$ cat src/rtl/ldpc_3gpp_dec_hb_row_ctrl.sv
// Row-group / word sequencer for the 3GPP LDPC decoder Hb table: read stream, delayed write stream, iteration control.
// Optional early termination on syndrome-clear is enabled by defining LDPC_3GPP_DEC_EARLY_STOP_EN.
module ldpc_3gpp_dec_hb_row_ctrl #(
   parameter int pROW_W    = 6,
   parameter int pZC_W     = 9,
   parameter int pITER_W   = 8,
   parameter int pWR_DELAY = 4
) (
   input  logic               iclk,
   input  logic               ireset,
   input  logic               iclkena,
   input  logic               istart,
   input  logic [pITER_W-1:0] iNiter,
   input  logic [pROW_W-1:0]  iused_row,
   input  logic [pZC_W-1:0]   iused_zc,
`ifdef LDPC_3GPP_DEC_EARLY_STOP_EN
   input  logic               isyn_ok,
`endif
   output logic [pROW_W-1:0]  orrow,
   output logic [pROW_W-1:0]  owrow,
   output logic               orval,
   output logic               owval,
   output logic [pZC_W-1:0]   ozcnt,
   output logic [pITER_W-1:0] oiter,
   output logic               obusy,
   output logic               odone
);

   typedef enum logic [1:0] {IDLE, RUN, FLUSH, DONE} state_t;

   // all stages except the output one; used to detect that only the last word remains in flight
   localparam logic [pWR_DELAY-1:0] cPEND_MASK = {pWR_DELAY{1'b1}} >> 1;

   state_t               state, state_nxt;

   logic [pITER_W-1:0]   niter;
   logic [pROW_W-1:0]    used_row;
   logic [pZC_W-1:0]     used_zc;
   logic [pITER_W-1:0]   iter_cnt;
   logic [pROW_W-1:0]    row_cnt;
   logic [pZC_W-1:0]     zc_cnt;

   logic [pWR_DELAY-1:0] dl_val;
   logic [pROW_W-1:0]    dl_row [pWR_DELAY];
   logic                 dl_pend;

   logic                 last_word;
   logic                 last_iter;
   logic                 stop_run;

   assign last_word = (zc_cnt == used_zc - 1'b1) && (row_cnt == used_row - 1'b1);
   assign last_iter = (iter_cnt == niter - 1'b1);
`ifdef LDPC_3GPP_DEC_EARLY_STOP_EN
   assign stop_run  = last_iter | isyn_ok;
`else
   assign stop_run  = last_iter;
`endif
   assign dl_pend   = |(dl_val & cPEND_MASK);

   always_ff @(posedge iclk or negedge ireset) begin
      if (!ireset) begin
         state <= IDLE;
      end else if (iclkena) begin
         state <= state_nxt;
      end
   end

   always_comb begin
      state_nxt = state;
      case (state)
         IDLE    : if (istart) state_nxt = RUN;
         RUN     : if (last_word && stop_run) state_nxt = FLUSH;
         FLUSH   : if (dl_val[pWR_DELAY-1] && !dl_pend && !orval) state_nxt = DONE;
         DONE    : state_nxt = IDLE;
         default : state_nxt = IDLE;
      endcase
   end

   always_comb begin
      obusy = (state != IDLE);
      odone = (state == DONE);
   end

   always_ff @(posedge iclk or negedge ireset) begin
      if (!ireset) begin
         niter    <= '0;
         used_row <= '0;
         used_zc  <= '0;
         iter_cnt <= '0;
         row_cnt  <= '0;
         zc_cnt   <= '0;
         orval    <= 1'b0;
         orrow    <= '0;
         ozcnt    <= '0;
      end else if (iclkena) begin
         case (state)
            IDLE : begin
               orval <= 1'b0;
               orrow <= '0;
               ozcnt <= '0;
               if (istart) begin
                  // zero-valued table entries are treated as one so every run makes progress
                  niter    <= (iNiter    == '0) ? pITER_W'(1) : iNiter;
                  used_row <= (iused_row == '0) ? pROW_W'(1)  : iused_row;
                  used_zc  <= (iused_zc  == '0) ? pZC_W'(1)   : iused_zc;
                  iter_cnt <= '0;
                  row_cnt  <= '0;
                  zc_cnt   <= '0;
               end
            end
            RUN : begin
               orval <= 1'b1;
               orrow <= row_cnt;
               ozcnt <= zc_cnt;
               if (zc_cnt == used_zc - 1'b1) begin
                  zc_cnt <= '0;
                  if (row_cnt == used_row - 1'b1) begin
                     row_cnt  <= '0;
                     iter_cnt <= iter_cnt + 1'b1;
                  end else begin
                     row_cnt <= row_cnt + 1'b1;
                  end
               end else begin
                  zc_cnt <= zc_cnt + 1'b1;
               end
            end
            default : begin
               orval <= 1'b0;
               orrow <= '0;
               ozcnt <= '0;
            end
         endcase
      end
   end

   always_ff @(posedge iclk or negedge ireset) begin
      if (!ireset) begin
         dl_val <= '0;
         for (int unsigned i = 0; i < pWR_DELAY; i++) begin
            dl_row[i] <= '0;
         end
      end else if (iclkena) begin
         dl_val[0] <= orval;
         dl_row[0] <= orrow;
         for (int unsigned i = 1; i < pWR_DELAY; i++) begin
            dl_val[i] <= dl_val[i-1];
            dl_row[i] <= dl_row[i-1];
         end
      end
   end

   assign owval = dl_val[pWR_DELAY-1];
   assign owrow = dl_row[pWR_DELAY-1];
   assign oiter = iter_cnt;

endmodule
$ cat config.mk
export PLATFORM = sky130hd
export DESIGN_NAME = ldpc_3gpp_dec_hb_row_ctrl
export DESIGN_NICKNAME = d
export VERILOG_FILES = /design/src/rtl/ldpc_3gpp_dec_hb_row_ctrl.sv
export SDC_FILE = /design/constraint.sdc
export NUM_CORES = 1
export LEC_CHECK = 0
export ABC_AREA = 1
export CAP_MARGIN = 40
export CORE_MARGIN = 3
export CORE_UTILIZATION = 30
export CTS_BUF_LIST = sky130_fd_sc_hd__clkbuf_8
export CTS_CLUSTER_SIZE = 28
export DETAILED_ROUTE_END_ITERATION = 16
export SLEW_MARGIN = 20
export SYNTH_ARGS = -nofsm -noshare
export SYNTH_HDL_FRONTEND = slang
export SYNTH_SLANG_ARGS = --single-unit
$ cat constraint.sdc
create_clock -name iclk -period 2.5 [get_ports iclk]
set_input_delay 0.625 -clock iclk [delete_from_list [all_inputs] [get_ports iclk]]
set_output_delay 0.625 -clock iclk [all_outputs]
set_load 0.03 [all_outputs]
## Word-level counts from Yosys, hierarchy flattened

Index checks and enable logic that the tools add are counted.

| word-level totals | value |
|---|---|
| flip-flop bits (word level) | 92 |
| bits in latches | 0 |
| bits in writable memories | 0 |
| ROM bits | 0 |
| bits of input ports | 27 |
| output and inout port bits | 33 |
| logic and storage cells | 71 |
| memories kept | 0 |

| cells by class | value |
|---|---|
| $add $sub $neg | 6 |
| multiply operators | 0 |
| div/mod/pow operators | 0 |
| $lt $le $gt $ge | 0 |
| equal/unequal tests | 11 |
| shifts and indexed selects | 0 |
| muxes and demuxes | 21 |
| bitwise operators | 0 |
| reductions and logical operators | 18 |

Operators with widths:

| cell | count |
|---|---|
| $mux 9 | 4 |
| $mux 8 | 4 |
| $mux 6 | 5 |
| $pmux 9 s2 | 1 |
| $pmux 8 s2 | 1 |
| $pmux 6 s2 | 1 |
| $ne 2x2->1 const B | 5 |
| $add 9x1->9 const B | 1 |
| $eq 9x9->1 | 1 |
| $logic_not 9->1 | 1 |
| $sub 9x1->9 const B | 1 |
| $add 8x1->8 const B | 1 |
| $eq 8x8->1 | 1 |
| $logic_not 8->1 | 1 |
| $pmux 2 s4 | 1 |
| $reduce_and 4->1 | 2 |
| $sub 8x1->8 const B | 1 |
| $add 6x1->6 const B | 1 |
| $eq 6x6->1 | 1 |
| $logic_not 6->1 | 1 |
| $mux 2 | 3 |
| $reduce_and 3->1 | 2 |
| $sub 6x1->6 const B | 1 |
| $reduce_and 5->1 | 1 |
| other kinds (8) | 14 |

## Longest topological paths before layout

Gate-level depths: netlist of the first run.

| logic depth | value |
|---|---|
| word-level depth | 6 |
| gate-level depth with buffers | 17 |
| depth with buffers taken out | 17 |

## Worst setup path before layout of the first run

OpenSTA, ideal clock, no wires.

| timing path | value |
|---|---|
| path type | register -> register |
| from | register used_zc[0] |
| to | register row_cnt[3] |
| setup time | 0.118 ns |
| data arrival time | 1.796 ns |
| data required time | 2.382 ns |
| path slack | 0.585 ns |
| stages on the path, launching flop included | 14 |
| buffers on the path | 1 |
| period minus slack after synthesis | 1.915 ns |
| cells stage by stage | dfrtp_1 > inv_1 > ha_1 > nand3_2 > and2_0 > nor2_1 > nand2_1 > nor2_1 > nand2_1 > o21ai_4 > nand2_2 > buf_6 > nand2_1 > o21ai_2 |

| between the ends | value |
|---|---|
| cells in the longest elaborated chain, start to end | 4 |

Ends and longest elaborated chain:

| what | RTL line | source |
|---|---|---|
| start, declared | 38 | `logic [pZC_W-1:0] used_zc;` |
| start signal, assigned | 105 | `used_zc <= (iused_zc == '0) ? pZC_W'(1) : iused_zc;` |
| $sub 9x1->9 | 115 | `if (zc_cnt == used_zc - 1'b1) begin` |
| $eq 9x9->1 | 115 |  |
| $ne 2x2->1 (no source line) | - |  |
| $reduce_and 4->1 (no source line) | - |  |
| end signal, assigned | 121 | `row_cnt <= row_cnt + 1'b1;` |
| end, declared | 40 | `logic [pROW_W-1:0] row_cnt;` |

Every way passes these cells.
A chain may end at the register's enable or synchronous reset.

## Worst setup path in the final report of the first run

| timing path | value |
|---|---|
| from | register state[0] |
| to | output obusy |

| between the ends | value |
|---|---|
| cells in the longest elaborated chain, start to end | 1 |

Ends and longest elaborated chain:

| what | RTL line | source |
|---|---|---|
| start, declared | 34 | `state_t state, state_nxt;` |
| start signal, assigned | 64 | `state <= state_nxt;` |
| $reduce_bool 2->1 | 80 | `obusy = (state != IDLE);` |
| end, declared | 25 | `output logic obusy,` |

Every way passes these cells.

==> results of run 1 <==
==> critical path: cells and delay by family, from the launching register on <==
| kind | cells | cell delay (ps) |
|---|---|---|
| fa+ha+maj | 1 | 220 |
| buf+inv | 3 | 680 |
| flops | 1 | 420 |
==> through the flow <==
stage	cell area, sq um	total power [mW]	util
floorplan	4870	3.56	-
global placement	5680	4.13	0.365
detailed placement	5680	4.14	0.365
CTS	5880	5.22	0.379
global route	5890	5.64	0.379
finish	5890	5.18	0.379
==> layer usage <==
| metal | global-route usage | part of all wire |
|---|---|---|
| met1 | 0.199 | 0.55 |
| met2 | 0.169 | 0.38 |
| met3 | 0.0313 | 0.053 |
| met4 | 0.0411 | 0.015 |
| met5 | 0 | 0 |
==> logic make-up (layout without fill, tap and decap cells) <==
family                     Yosys count  in the layout  share of synthesized area
AOI/OAI and AO/OA                   64             64                     0.0745
xor gates and xnor gates            24             24                     0.0432
adders and majority gates           11             11                     0.0283
buffers and inverters               85            144                     0.0729
DFF                                 92             92                      0.473
and+or+nand+nor                    356            356                      0.309
==> worst max path at each step <==
| stage | slack, ps | start | end |
|---|---|---|---|
| after CTS | 140 | state[0] | obusy |
| after detailed placement | 180 | istart | zc_cnt[5] |
| after floorplan | 590 | used_zc[0] | row_cnt[3] |
| after global routing | 40 | used_row[0] | oiter[1] |
| final | 180 | state[0] | obusy |
| after global placement | 220 | iclkena | oiter[4] |
==> layout make-up <==
cell class / instances / area [sq um]
multi-input combinational: 455 / 2220
fill: 1653 / 9650
clock inverter: 7 / 82.6
inverter: 60 / 225
sequential: 92 / 2300
clock buffer: 9 / 124
tap: 211 / 264
timing repair buffer: 68 / 667
==> power by group through the flow <==
stage	Clock, mW	Combinational, mW	Sequential (mW)
after CTS	1.10	2.07	2.05
after floorplan	0	1.47	2.09
after global routing	1.16	2.37	2.11
after global placement	0	2.05	2.08
after detailed placement	0	2.06	2.08
final	1.06	2.06	2.05
==> sequential cells by signal, indices dropped and copies added, names as in the netlist <==
register / flops
dl_row: 18
ozcnt: 9
used_zc: 9
zc_cnt: 9
niter: 8
oiter: 8
orrow: 6
owrow: 6
row_cnt: 6
used_row: 6
dl_val: 4
state: 2
orval: 1
==> synth_stat cells (2+ instances only) <==
library cell	instances	area [sq um]
o21ai_2	6	52.6
o21ai_0	44	220
ha_1	11	138
clkbuf_1	14	52.6
nand2_1	236	886
nand3_2	3	30.0
nand3b_1	5	37.5
nand2_2	3	18.8
nand3_1	31	155
or2_2	2	12.5
nand4_1	14	87.6
a21oi_1	10	50.1
nor3_1	6	30.0
xor2_1	14	123
inv_2	5	18.8
buf_4	7	52.6
xnor2_1	10	87.6
buf_2	2	10.0
dfrtp_1	92	2300
inv_1	54	203
nor2_1	44	165
nor4_1	4	25.0
and3_1	4	25.0
==> what timing repair did <==
action	4_1_cts	5_1_grt
pin swaps	0	0
gates cloned	0	0
gates resized for setup	1	1
setup buffers	0	0
endpoints found under the setup margin	1	7
==> metrics, run 1 <==
status completed; net switching power 2.16 mW; number of H-tree levels 3; Post-synth EDFFs 0; first-pass GRT wire length 18.6 mm; Post-Syn Area per Cell 7.71 sq um; IO Pins 60; clock share of power 0.205; Initial Utilization 0.313; CTS Buf Count 9; CTS tree done; max_slew headroom 0.540; commonest cells after routing, fill and taps aside nand2_1, dfrtp_1, clkdlybuf4s50_1; Hold Path Class in2async; nets@finish 724; Arrival @ worst endpoint 1690 ps; DRT Pass-1 Iters 5; die extent in y 133 microns; combinational share of power 0.398; # diodes 0; Detail Placement HPWL 7.85 mm; largest net degree at the start of global routing 55; fin cells 902; number of global-route vias before repair 3714; YS warnings 0; Avg WL per Cell 11.8 microns; WL final 10.7 mm; DR vias 3969; Root Buffer clkbuf_8; hold_ws 278 ps; crit end category output pin; RSZ-0062 raised after global routing no; max_cap viols 0; Synthesized Nets 670; clock-pin slew on the worst setup and hold paths 90 ps; Slew Limit Fails 0; final setup fails 0; CP Class reg2out; Static Leakage 2.84 nW; Cells after DPL 886; Worst Path Max Fanout 4; Reg2Reg Launch Point used_zc[0]; clk buf depth 2; post-route setup slack 181 ps; FF-to-FF setup slack 310 ps; Post-Route Setup TNS 0 ps; First DRT Iteration DRCs 318; Sw Ratio 0.417; Synth cell types 34; post-synthesis register bit count 92; Synth Flop Type dfrtp_1; cell count after synthesis 632; worst reg2reg path depth 14; dpl ws 185 ps; period utilisation layout 0.928; Crit path required time 1880 ps; routability cong. 0.830; GR Util All Layers 0.127; ANT nets after route 0; power density cells 879 mW/mm^2; grt ovf 0; layout cells sized above 1 0.0695; Synth Cell Area 0.00487 sq mm; Int Pwr 3.02 mW; cell mode on critical path inv_1; sequential power share 0.397; core box area 0.0155 sq mm; actual slew at the worst max-slew pin 689 ps; CP startpoint kind flip-flop; critical path's slowest cell dlygate4sd2_1; antenna violations before repair 0; worst path cell trace inv_1 > ha_1 > inv_1 > dlygate4sd2_1; die footprint 0.0178 sq mm; Fmax 431 MHz; DR vias/cell 4.40; DRC 0; Layout area overhead 20.9%; cts hold-fix bufs 0; Worst VDD drop 0.444 mV; crit-path max cell delay 430 ps; Die Span X 133 microns; most common cell after layout, fill and taps aside nand2_1; RR Endpoint oiter[1]; num rows 45; port bufs 59; ys async rst share 1.00; Clock Sink Count 92; Worst-Skew Late Latency 380 ps; Final Hold Fails 0; sequential share of the synthesized area 0.473; post-layout min period 2320 ps; clk_skew 10.7 ps
Power figures use the tool's default switching activity.
==> run 2: changes to the inputs <==
- CAP_MARGIN: 40 -> not set
- CORE_ASPECT_RATIO: not set -> 1.25
- PLACE_DENSITY: not set -> 0.46
==> run 2 against run 1 <==
Against the previous run:
- maximum frequency is 1.3% higher
- power is 0.30% lower
- first-iteration DRC count is 0.31% higher
- global-route usage is 1.2 points higher
- non-clock buffer count is 1 higher
- critical endpoint unchanged
==> metrics, run 2 (synthesis gave the netlist of run 1 again) <==
status completed (unchanged); CTS Buf Count 9 (unchanged); largest net degree at the start of global routing 40 (was 55); worst reg2reg path depth 11 (was 14); GR Util All Layers 0.139 (was 0.127); CP startpoint kind flip-flop (unchanged); met2 Usage GRT 0.211 (was 0.169); Static Leakage 2.84 nW (about the same); die footprint 0.0178 sq mm (about the same); design area 0.00588 sq mm (was 0.00589 sq mm); CTS tree done (unchanged); ANT nets after route 0 (unchanged); clk_skew 18.8 ps (was 10.7 ps); Levels on crit path 4 (unchanged); power density cells 877 mW/mm^2 (was 879 mW/mm^2); First DRT Iteration DRCs 319 (was 318); Detail Placement HPWL 8.84 mm (was 7.85 mm); grt ovf 0 (unchanged); number of global-route vias before repair 3908 (was 3714); Worst Path Max Fanout 4 (unchanged); sequential power share 0.401 (was 0.397); Layout area overhead 20.8% (was 20.9%); Initial Utilization 0.309 (was 0.313); net switching power 2.23 mW (was 2.16 mW); RR Endpoint oiter[6] (was oiter[1]); Arrival @ worst endpoint 1660 ps (was 1690 ps); DR vias 4160 (was 3969); first-pass GRT wire length 20.2 mm (was 18.6 mm); Final Hold Fails 0 (unchanged); Largest Register dl_row (unchanged); DR vias/cell 4.60 (was 4.40); Filler Cell Count 1690 (was 1653); DRC 0 (unchanged); actual slew at the worst max-slew pin 544 ps (was 689 ps); # diodes 0 (unchanged); CP Class reg2out (unchanged); Worst VDD drop 0.327 mV (was 0.444 mV); commonest cells after routing, fill and taps aside nand2_1, dfrtp_1, clkdlybuf4s50_1 (unchanged); Reg2Reg Launch Point used_row[0] (was used_zc[0]); cts hold-fix bufs 0 (unchanged); nets@finish 725 (was 724); cell mode on critical path inv_1 (unchanged); max reg flops 18 (unchanged); clk buf depth 2 (unchanged); met1 GRT Util 0.201 (was 0.199); GR Util met3 0.0289 (was 0.0313); Slew Limit Fails 0 (unchanged); WL final 11.9 mm (was 10.7 mm); routability cong. 0.809 (was 0.830); gr busiest metal met2 (was met1); Hold Path Class in2async (unchanged); crit-path max cell delay 430 ps (about the same); FF-to-FF setup slack 250 ps (was 310 ps); Post-Route Setup TNS 0 ps (unchanged); post-CTS setup repair buffer count 0 (unchanged); RSZ-0062 raised after global routing no (unchanged); Sw Ratio 0.432 (was 0.417); Crit path required time 1880 ps (about the same); die extent in y 148 microns (was 133 microns); clock share of power 0.194 (was 0.205); max_cap viols 0 (unchanged); Post-Place Cell Area 0.00569 sq mm (was 0.00568 sq mm); final setup fails 0 (unchanged); clock-pin slew on the worst setup and hold paths 100 ps (was 90 ps); Util after Layout 0.373 (was 0.379); port bufs 59 (unchanged); number of H-tree levels 3 (unchanged); critical path's slowest cell dlygate4sd2_1 (unchanged); Bufs and invs on worst path 3 (unchanged); crit end category output pin (unchanged); post-layout min period 2290 ps (was 2320 ps); Clock Sink Count 92 (unchanged); antenna violations before repair 0 (unchanged); Avg WL per Cell 13.2 microns (was 11.8 microns); num rows 51 (was 45); IO Pins 60 (unchanged); period utilisation layout 0.916 (was 0.928); max_slew headroom 0.637 (was 0.540); DRT Pass-1 Iters 5 (unchanged); most common cell after layout, fill and taps aside nand2_1 (unchanged); combinational share of power 0.405 (was 0.398); layout cells sized above 1 0.0708 (was 0.0695); Fmax 437 MHz (was 431 MHz); Worst-Skew Late Latency 370 ps (was 380 ps); Int Pwr 2.93 mW (was 3.02 mW); core box area 0.0158 sq mm (was 0.0155 sq mm); Die Span X 120 microns (was 133 microns); worst path cell trace inv_1 > ha_1 > inv_1 > dlygate4sd2_1 (unchanged); Crit path max-delay family buffers and inverters (unchanged); Root Buffer clkbuf_8 (unchanged)
-- run 2: cell types whose count changed in the layout (fill, tap and decap cells not counted) --
cell | previous run | this run
inv_6 | 1 | 4
buf_4 | 9 | 10
bufinv_16 | 1 | 0
clkinv_4 | 1 | 0
clkinv_8 | 0 | 1
clkinvlp_4 | 1 | 0
inv_8 | 2 | 1
-- run 2: worst register-to-register path, delay by kind of cell, from the launching register on --
family / cells / cell delay, ps
simple gates: 8 / 1240
buf+inv: 1 / 130
xor+xnor: 1 / 130
fa+ha+maj: 1 / 260
flops: 1 / 410
-- run 2: through the flow --
stage | instances | hold slack [ps] | power [mW] | worst slack [ps]
floorplan | 632 | 329 | 3.56 | 585
global placement | 888 | 453 | 4.16 | 217
detailed placement | 888 | 457 | 4.20 | 186
CTS | 904 | 218 | 5.22 | 156
global route | 904 | 235 | 5.62 | 4.49
finish | 904 | 220 | 5.16 | 211
-- run 2: per-layer routing --
layer,vias to the layer above,share of wire
met2,114,0.45
met3,8,0.050
li1,2107,-
met1,1931,0.49
met5,-,0
met4,0,0.0086
-- run 2: final cells by class --
cell class / instances / area [sq um] / share of cell area
flip-flops and latches: 92 / 2300 / 0.391
multi-input cells: 455 / 2220 / 0.378
repair buffers: 69 / 674 / 0.115
well taps: 212 / 265 / 0.0451
inverters: 60 / 225 / 0.0383
clock buffers: 9 / 124 / 0.0211
clock inverters: 7 / 67.6 / 0.0115
-- run 2: worst max path at each step --
stage | start | to | slack, ps
after floorplan | used_zc[0] | row_cnt[3] | 590
after global placement | iclkena | oiter[3] | 220
after detailed placement | iclkena | oiter[4] | 190
after CTS | oiter[5] | oiter[5] | 160
after global routing | used_row[0] | oiter[2] | 4
final | state[0] | obusy | 210
-- run 2: power by group through the flow --
stage | Combinational (mW) | Clock (mW) | Sequential, mW
finish | 2.09 | 1.00 | 2.07
global route | 2.40 | 1.10 | 2.12
CTS | 2.11 | 1.04 | 2.07
detailed placement | 2.10 | 0 | 2.10
global placement | 2.07 | 0 | 2.10
floorplan | 1.47 | 0 | 2.09
-- run 2: timing repair --
action / CTS / global route
resized for setup: 1 / 1
pin swaps: 0 / 0
setup endpoints to repair: 1 / 10
